`src/rtl/mc_read_streamer_if.sv`:
```
// MC read port plus the response stream toward the datapath.
interface mc_read_streamer_if;
  logic        mc_req_ld;
  logic [47:0] mc_req_vadr;
  logic        mc_rd_rq_stall;
  logic        mc_rsp_push;
  logic        mc_rsp_stall;
  logic [63:0] mc_rsp_data;
  logic        out_valid;
  logic [63:0] out_data;
  logic        out_ready;

  // Streamer side: issues requests, receives responses, sources the stream.
  modport master (
    output mc_req_ld, mc_req_vadr, mc_rsp_stall, out_valid, out_data,
    input  mc_rd_rq_stall, mc_rsp_push, mc_rsp_data, out_ready
  );

  // Memory controller / consumer side.
  modport slave (
    input  mc_req_ld, mc_req_vadr, mc_rsp_stall, out_valid, out_data,
    output mc_rd_rq_stall, mc_rsp_push, mc_rsp_data, out_ready
  );
endinterface

```
`src/rtl/mc_read_streamer.sv`:
```
// Read-port initiator: turns (base, count) into 64-bit loads, buffers the
// in-order responses in a credit-protected FIFO and streams them out.
module mc_read_streamer #(
  parameter int unsigned FIFO_DEPTH       = 16,
  parameter int unsigned RSP_STALL_MARGIN = 2
) (
  input  logic                 clk,
  input  logic                 rst,
  input  logic                 start,
  input  logic [47:0]          base_vadr,
  input  logic [31:0]          word_count,
  output logic                 busy,
  output logic                 done,
  mc_read_streamer_if.master   mc
);
  localparam int unsigned AW = $clog2(FIFO_DEPTH);
  localparam int unsigned CW = AW + 1;

  typedef enum logic [1:0] {IDLE, ISSUE, DRAIN, DONE} state_e;

  state_e        state_q, state_d;
  logic [47:0]   base_q, base_d;
  logic [31:0]   wc_q, wc_d;
  logic [31:0]   issued_q, issued_d;
  logic [31:0]   rsp_cnt_q, rsp_cnt_d;
  logic [CW-1:0] occ_q, occ_d;
  logic [CW-1:0] outst_q, outst_d;
  logic [AW-1:0] wr_ptr_q, wr_ptr_d;
  logic [AW-1:0] rd_ptr_q, rd_ptr_d;
  logic [63:0]   mem_q [FIFO_DEPTH];
  logic          req_ld_q, req_ld_d;
  logic [47:0]   req_vadr_q, req_vadr_d;
  logic          rsp_stall_q, rsp_stall_d;
  logic          out_valid_q, out_valid_d;
  logic [63:0]   out_data_q, out_data_d;
  logic          busy_q, busy_d;
  logic          done_q, done_d;
  logic          err_spurious_q, err_spurious_d;

  logic          push_c, pop_c, issue_c;
  logic [CW-1:0] credit_c, left_c;

  // Next-state, counters, FIFO bookkeeping and registered outputs.
  always_comb begin
    state_d        = state_q;
    base_d         = base_q;
    wc_d           = wc_q;
    issued_d       = issued_q;
    req_ld_d       = 1'b0;
    req_vadr_d     = req_vadr_q;
    err_spurious_d = err_spurious_q;

    pop_c    = out_valid_q & mc.out_ready;
    push_c   = mc.mc_rsp_push & ((state_q == ISSUE) | (state_q == DRAIN)) & (outst_q != '0);
    credit_c = CW'(FIFO_DEPTH) - occ_q - outst_q;
    issue_c  = (state_q == ISSUE) & ~mc.mc_rd_rq_stall & (issued_q != wc_q) & (credit_c != '0);

    err_spurious_d = err_spurious_q | (mc.mc_rsp_push & ~push_c);
    rsp_cnt_d      = rsp_cnt_q + 32'(push_c);
    outst_d        = outst_q + CW'(issue_c) - CW'(push_c);
    occ_d          = occ_q + CW'(push_c) - CW'(pop_c);
    wr_ptr_d       = wr_ptr_q + AW'(push_c);
    rd_ptr_d       = rd_ptr_q + AW'(pop_c);

    unique case (state_q)
      IDLE: begin
        if (start) begin
          base_d    = base_vadr & ~48'h7;
          wc_d      = word_count;
          issued_d  = '0;
          rsp_cnt_d = '0;
          state_d   = (word_count == '0) ? DONE : ISSUE;
        end
      end
      ISSUE: begin
        if (issue_c) begin
          req_ld_d   = 1'b1;
          req_vadr_d = base_q + 48'({issued_q, 3'b000});
          issued_d   = issued_q + 32'd1;
          if (32'(issued_q + 32'd1) == wc_q) state_d = DRAIN;
        end
      end
      DRAIN: begin
        if ((rsp_cnt_q == wc_q) && (occ_q == '0)) state_d = DONE;
      end
      DONE: state_d = IDLE;
      default: state_d = IDLE;
    endcase

    // First-word fall-through head, kept registered.
    left_c = occ_q - CW'(pop_c);
    if (left_c != '0)  out_data_d = mem_q[rd_ptr_d];
    else if (push_c)   out_data_d = mc.mc_rsp_data;
    else               out_data_d = '0;

    out_valid_d = (occ_d != '0);
    rsp_stall_d = (CW'(FIFO_DEPTH) - occ_d - outst_d) <= CW'(RSP_STALL_MARGIN);
    busy_d      = (state_d == ISSUE) | (state_d == DRAIN);
    done_d      = (state_d == DONE);
  end

  // State and control registers.
  always_ff @(posedge clk) begin
    if (rst) begin
      state_q        <= IDLE;
      base_q         <= '0;
      wc_q           <= '0;
      issued_q       <= '0;
      rsp_cnt_q      <= '0;
      occ_q          <= '0;
      outst_q        <= '0;
      wr_ptr_q       <= '0;
      rd_ptr_q       <= '0;
      req_ld_q       <= 1'b0;
      req_vadr_q     <= '0;
      rsp_stall_q    <= 1'b0;
      out_valid_q    <= 1'b0;
      out_data_q     <= '0;
      busy_q         <= 1'b0;
      done_q         <= 1'b0;
      err_spurious_q <= 1'b0;
    end else begin
      state_q        <= state_d;
      base_q         <= base_d;
      wc_q           <= wc_d;
      issued_q       <= issued_d;
      rsp_cnt_q      <= rsp_cnt_d;
      occ_q          <= occ_d;
      outst_q        <= outst_d;
      wr_ptr_q       <= wr_ptr_d;
      rd_ptr_q       <= rd_ptr_d;
      req_ld_q       <= req_ld_d;
      req_vadr_q     <= req_vadr_d;
      rsp_stall_q    <= rsp_stall_d;
      out_valid_q    <= out_valid_d;
      out_data_q     <= out_data_d;
      busy_q         <= busy_d;
      done_q         <= done_d;
      err_spurious_q <= err_spurious_d;
    end
  end

  // Response storage; pointers and occupancy above decide what is live.
  always_ff @(posedge clk) begin
    if (push_c) mem_q[wr_ptr_q] <= mc.mc_rsp_data;
  end

  assign busy            = busy_q;
  assign done            = done_q;
  assign mc.mc_req_ld    = req_ld_q;
  assign mc.mc_req_vadr  = req_vadr_q;
  assign mc.mc_rsp_stall = rsp_stall_q;
  assign mc.out_valid    = out_valid_q;
  assign mc.out_data     = out_data_q;
endmodule

```
`src/flat_wrapper.sv`:
```
// flat-port wrapper written by rule: the top's interface ports become plain ports
module mc_read_streamer_flat 
#(
  parameter int unsigned FIFO_DEPTH       = 16,
  parameter int unsigned RSP_STALL_MARGIN = 2
)
  (clk, rst, start, base_vadr, word_count, busy, done, mc_mc_req_ld, mc_mc_req_vadr, mc_mc_rsp_stall, mc_out_valid, mc_out_data, mc_mc_rd_rq_stall, mc_mc_rsp_push, mc_mc_rsp_data, mc_out_ready);
  mc_read_streamer_if mc_i ();
  input  logic clk;
  input  logic rst;
  input  logic start;
  input  logic [47:0] base_vadr;
  input  logic [31:0] word_count;
  output logic busy;
  output logic done;
  output wire logic [$bits(mc_i.mc_req_ld)-1:0] mc_mc_req_ld;
  output wire logic [$bits(mc_i.mc_req_vadr)-1:0] mc_mc_req_vadr;
  output wire logic [$bits(mc_i.mc_rsp_stall)-1:0] mc_mc_rsp_stall;
  output wire logic [$bits(mc_i.out_valid)-1:0] mc_out_valid;
  output wire logic [$bits(mc_i.out_data)-1:0] mc_out_data;
  input wire logic [$bits(mc_i.mc_rd_rq_stall)-1:0] mc_mc_rd_rq_stall;
  input wire logic [$bits(mc_i.mc_rsp_push)-1:0] mc_mc_rsp_push;
  input wire logic [$bits(mc_i.mc_rsp_data)-1:0] mc_mc_rsp_data;
  input wire logic [$bits(mc_i.out_ready)-1:0] mc_out_ready;
  assign mc_mc_req_ld = mc_i.mc_req_ld;
  assign mc_mc_req_vadr = mc_i.mc_req_vadr;
  assign mc_mc_rsp_stall = mc_i.mc_rsp_stall;
  assign mc_out_valid = mc_i.out_valid;
  assign mc_out_data = mc_i.out_data;
  assign mc_i.mc_rd_rq_stall = mc_mc_rd_rq_stall;
  assign mc_i.mc_rsp_push = mc_mc_rsp_push;
  assign mc_i.mc_rsp_data = mc_mc_rsp_data;
  assign mc_i.out_ready = mc_out_ready;
  mc_read_streamer #(.FIFO_DEPTH(FIFO_DEPTH), .RSP_STALL_MARGIN(RSP_STALL_MARGIN)) u_core (.clk(clk), .rst(rst), .start(start), .base_vadr(base_vadr), .word_count(word_count), .busy(busy), .done(done), .mc(mc_i));
endmodule
```
`config.mk`:
```
export PLATFORM = sky130hd
export DESIGN_NAME = mc_read_streamer_flat
export DESIGN_NICKNAME = d
export VERILOG_FILES = /design/src/rtl/mc_read_streamer_if.sv /design/src/rtl/mc_read_streamer.sv /design/src/flat_wrapper.sv
export SDC_FILE = /design/constraint.sdc
export NUM_CORES = 2
export LEC_CHECK = 0
export ABC_AREA = 0
export CAP_MARGIN = 20
export CORE_ASPECT_RATIO = 0.9
export CORE_UTILIZATION = 54
export DETAILED_ROUTE_END_ITERATION = 12
export PLACE_DENSITY_LB_ADDON = 0.1
export SLEW_MARGIN = 20
export SYNTH_ARGS = -nofsm -noshare
export SYNTH_HDL_FRONTEND = slang
export SYNTH_SLANG_ARGS = --single-unit
```
`constraint.sdc`:
```
create_clock -name clk -period 6.85 [get_ports clk]
set_input_delay 1.37 -clock clk [delete_from_list [all_inputs] [get_ports clk]]
set_output_delay 1.37 -clock clk [all_outputs]
set_load 0.02 [all_outputs]
```
### Word-level counts from Yosys, hierarchy flattened

Memories as Yosys holds them, arrays and structs flattened.
Index checks and enable logic that the tools add are counted.

| word-level totals | value |
|---|---|
| flip-flop bits (word level) | 278 |
| bits in writable memories | 1024 |
| input bits | 150 |
| output and inout port bits | 117 |
| word-level logic and storage cells | 82 |
| memories | 1 |

Memory list:

| name | words | bits a word | read ports | clocked after memory_dff | wr ports | RTL line | source |
|---|---|---|---|---|---|---|---|
| u_core.mem_q | 16 | 64 | 1 | 0 | 1 | mc_read_streamer.sv:30 | `logic [63:0] mem_q [FIFO_DEPTH];` |

| operators by class | value |
|---|---|
| add/subtract/negate cells | 14 |
| magnitude comparators | 1 |
| eq/ne operators | 11 |
| mux-type cells | 16 |
| bitwise logic cells | 10 |
| reductions and logical operators | 13 |

Operator list:

| operator | number |
|---|---|
| $mux 32 | 4 |
| $mux 64 | 2 |
| $eq 32x32->1 | 2 |
| $pmux 32 s2 | 1 |
| $add 48x35->48 | 1 |
| $add 32x1->32 | 1 |
| $add 32x1->32 const B | 1 |
| $logic_not 32->1 | 1 |
| $ne 32x32->1 | 1 |
| $reduce_bool 5->1 | 4 |
| $sub 5x1->5 | 3 |
| $add 5x1->5 | 2 |
| $mux 2 | 5 |
| $sub 5x5->5 | 2 |
| $sub 5x5->5 const A | 2 |
| $add 4x1->4 | 2 |
| $eq 2x2->1 const B | 4 |
| $pmux 2 s4 | 1 |
| $and 1x1->1 | 6 |
| $le 5x2->1 const B | 1 |
| $logic_not 5->1 | 1 |
| $eq 2x1->1 const B | 2 |
| $reduce_and 2->1 | 2 |
| $mux 1 | 3 |
| other kinds (9) | 11 |

### Logic depth before layout (Yosys ltp)

| logic depth | value |
|---|---|
| depth after elaboration | 9 |
| mapped depth | 22 |
| mapped depth without buffers | 20 |

### Worst setup path after synthesis

Ideal clock, no wire load.

| timing | value |
|---|---|
| path kind | input port to flip-flop |
| start | input mc_mc_rsp_push |
| end | memory u_core.mem_q[2][0] (enable) |
| library setup time | 0.564 ns |
| data arrival time | 6.453 ns |
| path slack | -0.167 ns |
| stages | 5 |
| path buffers | 1 |
| cells stage by stage | nand2_1 nor2_1 clkbuf_1 nand3b_1 nor3_1 |

| on the way | value |
|---|---|
| cells in the longest elaborated chain, start to end | 4 |

RTL lines:

| what | RTL line | source |
|---|---|---|
| start: declaration | flat_wrapper.sv:22 | `input wire logic [$bits(mc_i.mc_rsp_push)-1:0] mc_mc_rsp_push;` |
| $and 1x1->1 (2 in series) | mc_read_streamer.sv:54 | `push_c = mc.mc_rsp_push & ((state_q == ISSUE) \| (state_q == DRAIN)) & (outst_q != '0);` |
| $mux 1 | mc_read_streamer.sv:145 | `if (push_c) mem_q[wr_ptr_q] <= mc.mc_rsp_data;` |
| $mux 1 (not written as such) | mc_read_streamer.sv:145 |  |
| end: declaration | mc_read_streamer.sv:30 |  |

No other way between the ends.

### Worst setup path in the final report

| timing | value |
|---|---|
| start | register u_core.occ_q[2] |
| end | register u_core.rsp_stall_q (netlist: u_core.mc.mc_rsp_stall) |

| on the way | value |
|---|---|
| cells in the longest elaborated chain, start to end | 8 |
| elaborated cells between the ends (all ways) | 11 |

RTL lines:

| what | RTL line | source |
|---|---|---|
| start: declaration | mc_read_streamer.sv:26 | `logic [CW-1:0] occ_q, occ_d;` |
| start signal: assignment | mc_read_streamer.sv:110 | `occ_q <= '0;` |
| start signal: assignment | mc_read_streamer.sv:128 | `occ_q <= occ_d;` |
| $sub 5x5->5 (2 in series) | mc_read_streamer.sv:55 | `credit_c = CW'(FIFO_DEPTH) - occ_q - outst_q;` |
| $reduce_bool 5->1 | mc_read_streamer.sv:56 | `issue_c = (state_q == ISSUE) & ~mc.mc_rd_rq_stall & (issued_q != wc_q) & (credit_c != '0);` |
| $and 1x1->1 | mc_read_streamer.sv:56 |  |
| $add 5x1->5 | mc_read_streamer.sv:60 | `outst_d = outst_q + CW'(issue_c) - CW'(push_c);` |
| $sub 5x1->5 | mc_read_streamer.sv:60 |  |
| $sub 5x5->5 * | mc_read_streamer.sv:97 | `rsp_stall_d = (CW'(FIFO_DEPTH) - occ_d - outst_d) <= CW'(RSP_STALL_MARGIN);` |
| $le 5x2->1 * | mc_read_streamer.sv:97 |  |
| end signal: assignment | mc_read_streamer.sv:134 | `rsp_stall_q <= rsp_stall_d;` |
| end: declaration | mc_read_streamer.sv:33 | `logic rsp_stall_q, rsp_stall_d;` |

Every way passes the cells marked *; elsewhere a longest branch is shown, timed or not.
A chain may end at the register's enable or synchronous reset.

==> results.json <==
{
  "status": "finished clean",
  "setup_viol": 0,
  "max_freq_ghz": 0.202,
  "cpMaxStageDelayCell": "fa_1",
  "final_cells": 4918,
  "dieArea_um2": 99300,
  "post_cts_buffers": 0,
  "cap_violations": 0,
  "synth_seq_area_share_pct": 68.5,
  "ys_async_sr_fraction_pct": 0,
  "drive_above_1_share_pct": 16.7,
  "r2r_start": "u_core.occ_q[2]",
  "synth.top_cell.area_share_pct": 58.1,
  "totalWireLength_um": 128000,
  "worstSkewPairLatency_ns": 0.73,
  "fin_setup_tns_ns": 0,
  "grt_first_pass_wirelength_um": 192000,
  "grt_pass1_vias": 30800,
  "dp_hpwl_um": 73400,
  "crit_path_max_incr_delay_ns": 0.44,
  "synth_edf_count": 1024,
  "clock_sinks": 1299,
  "routabilityCongestion": 0.876,
  "p_comb_share_pct": 26.0,
  "drt_first_pass_iters": 7,
  "antenna_found_initial": 9,
  "p_per_area_nw_per_um2": 355,
  "cts_tree": "done",
  "syn_inst": 3280,
  "p_leak_nw": 20.2,
  "critical_path_buf_inv_count": 3,
  "synth_top_area_cell": "edfxtp_1",
  "yosysWarnings": 0,
  "synthToLayoutAreaGrowth_pct": 16.0,
  "endpoint_kind": "register",
  "syn_area_per_cell_um2": 16.1,
  "maxSlewViolCount": 0,
  "tightest_slew_ns": 1.06,
  "coreArea_um2": 96800,
  "ctsHoldBuffers": 0,
  "critical_path_depth": 21,
  "synth_area_um2": 53000,
  "crit_top_cell": "ha_1",
  "slew_headroom_pct": 29.5,
  "rsz0062_at_grt": "false",
  "crit_family": "adder cells",
  "synth-main-ff-cell": "edfxtp_1",
  "min_period_ns": 4.96,
  "ir_drop_uv": 303,
  "via_per_inst": 6.15,
  "drc": 0,
  "pwr-share-seq_pct": 41.9,
  "htreeDepth": 4,
  "overflow": 0,
  "min_from": "u_core.mc.mc_req_vadr[12]",
  "path_cells": "inv_1 -> ha_1 -> ha_1 -> a21o_1 -> a21oi_1 -> xnor2_1 -> a311oi_1 -> nand2_1 -> buf_4 -> inv_2 -> ha_1 -> fa_1 -> xnor2_1 -> ha_1 -> ha_1 -> a21o_1 -> a21oi_1 -> xor2_1 -> xnor2_1 -> xnor2_1 -> nor2_1",
  "root_buffer": "clkbuf_16",
  "synth-seq-cells": 1299,
  "grt_max_degree": 94,
  "path_class": "register to register",
  "io_buffer_count": 260,
  "p_sw_share_pct": 28.2,
  "hold_class": "register to register",
  "clkTransAtPathRegs_ns": 0.06,
  "numCtsBuffers": 131,
  "synth_area_leaders": "edfxtp_1 (58%), mux4_2 (14%), dfxtp_1 (10%)",
  "cts_max_path_buffers": 3,
  "hold_depth": 2,
  "ant_nets": 0,
  "critPathArrivalTime_ns": 5.57,
  "reg2reg_depth": 21,
  "power.switching_mw": 6.15,
  "ctsResizeCount": 0,
  "track_usage_pct": 26.0,
  "first_iter_violations": 3299,
  "hold_viol": 0,
  "internal-power_mw": 15.6,
  "vias": 30300,
  "critPathLaunch": "u_core.occ_q[2]",
  "dp_cells": 4678,
  "start_kind": "register",
  "skew_ns": 0.0227,
  "ios": 267,
  "die_y_um": 299,
  "row_count": 108,
  "cp_max_fo": 25,
  "cp.required_ns": 7.46,
  "die_x_um": 332,
  "wl_per_cell_um": 26.0,
  "start_util_pct": 54.7,
  "p_clk_share_pct": 32.1,
  "period_share_pct": 72.4,
  "fin_nets": 3772,
  "synth.distinct_cells": 66
}
## final timing paths
| check | end | slack (ns) |
|---|---|---|
| worst max-delay path | u_core.mc.mc_rsp_stall | 1.89 |
| worst min-delay path | u_core.mc.mc_req_vadr[12] | 0.46 |
| worst max register to register | u_core.mc.mc_rsp_stall | 1.89 |
| worst min register to register | u_core.mc.mc_req_vadr[12] | 0.46 |
## registers in the layout, indices dropped and copies added (netlist names), 32 cells and up
name / cells
u_core.mc.out_data: 64
u_core.base_q: 45
u_core.wc_q: 32
u_core.rsp_cnt_q: 32
u_core.mc.mc_req_vadr: 45
u_core.mem_q: 1024
u_core.issued_q: 32
## synth_stat cells (29+ instances only)
cell type,n
a21o_1,35
a21oi_1,217
buf_1,39
clkbuf_1,142
dfxtp_1,275
edfxtp_1,1024
ha_1,71
inv_1,42
mux2i_1,29
mux4_2,320
nand2_1,303
nand3_1,111
nand4_1,36
nor2_1,167
nor3_1,32
o21ai_0,32
xnor2_1,97
xor2_1,77
## layer usage
layer	track usage (%)	up-vias	wire (um)	share of wire (%)
met2	41.6	1235	61600	48
li1	-	13300	-	-
met3	4.26	228	9070	7.1
met4	8.49	12	3170	2.5
met5	0	-	78	0.061
met1	36.9	15500	54100	42
## worst reg2reg max path: stages (launching register included)
cell and delay [ns]:
dfxtp_1 0.39, inv_1 0.13, ha_1 0.33, ha_1 0.29, a21o_1 0.15, a21oi_1 0.18, xnor2_1 0.16, a311oi_1 0.24
nand2_1 0.13, buf_4 0.33, inv_2 0.09, ha_1 0.22, fa_1 0.44, xnor2_1 0.30, ha_1 0.30, ha_1 0.30
a21o_1 0.18, a21oi_1 0.17, xor2_1 0.19, xnor2_1 0.15, xnor2_1 0.13, nor2_1 0.05
## per-stage QoR
stage	area (um2)	utilization, %	total power, mW	hold slack (ns)	setup WS (ns)
finish	61400	63.5	21.8	0.460	1.89
global route	61400	63.5	22.7	0.475	1.64
CTS	61400	63.5	22.0	0.458	1.91
detailed placement	57200	59.1	15.0	0.449	1.76
global placement	57200	59.1	14.9	0.448	1.72
floorplan	53000	-	13.2	0.440	1.55
## power groups by stage
stage	Clock (mW)	Sequential (mW)	Combinational, mW
after global placement	0	9.29	5.63
after floorplan	0	9.48	3.71
after global routing	7.41	9.16	6.12
after detailed placement	0	9.30	5.71
after CTS	7.10	9.13	5.74
final	6.98	9.13	5.66
## layout by cell type, fill, tap and decap left out, types with 10 or more instances in the layout
cell and count:
a21o_1 35, a31oi_1 10, mux2i_1 29, xor2_1 76
ha_1 69, nand4_1 36, nor2_1 154, clkdlybuf4s50_1 259
mux4_2 320, nand2_1 302, nand3_1 111, clkinv_2 28
nor4_1 19, dfxtp_1 275, buf_4 56, o21ai_0 31
and3_1 22, nor3_1 28, nor2_4 13, a21oi_1 217
a211oi_1 16, nor2b_1 17, edfxtp_1 1024, clkinv_1 14
xnor2_1 96, and4_1 10, clkbuf_1 29, clkbuf_16 133
or3_1 13, inv_1 42
## kinds of logic (layout without fill, tap and decap cells)
logic type      after synthesis  after routing  share of synthesized area [%]
flops                      1299           1299                           68.5
fa+ha+maj                    76             76                           1.87
compound gates              368            368                           4.08
xor+xnor                    174            174                           2.88
simple gates                775            775                           6.80
other cells                   1              6                        0.00708
buf+inv                     237            605                           1.75
mux                         350            350                           14.2
## final cells by class
| cell class | instances | area [um2] |
|---|---|---|
| tap | 1265 | 1580 |
| multi-input combinational | 1746 | 16000 |
| clock buffer | 169 | 3530 |
| sequential | 1299 | 36300 |
| timing repair buffer | 325 | 3210 |
| fill | 6868 | 35300 |
| inverter | 43 | 161 |
| clock inverter | 68 | 661 |
| antenna | 3 | 7.51 |
Power figures use the tool's default switching activity.
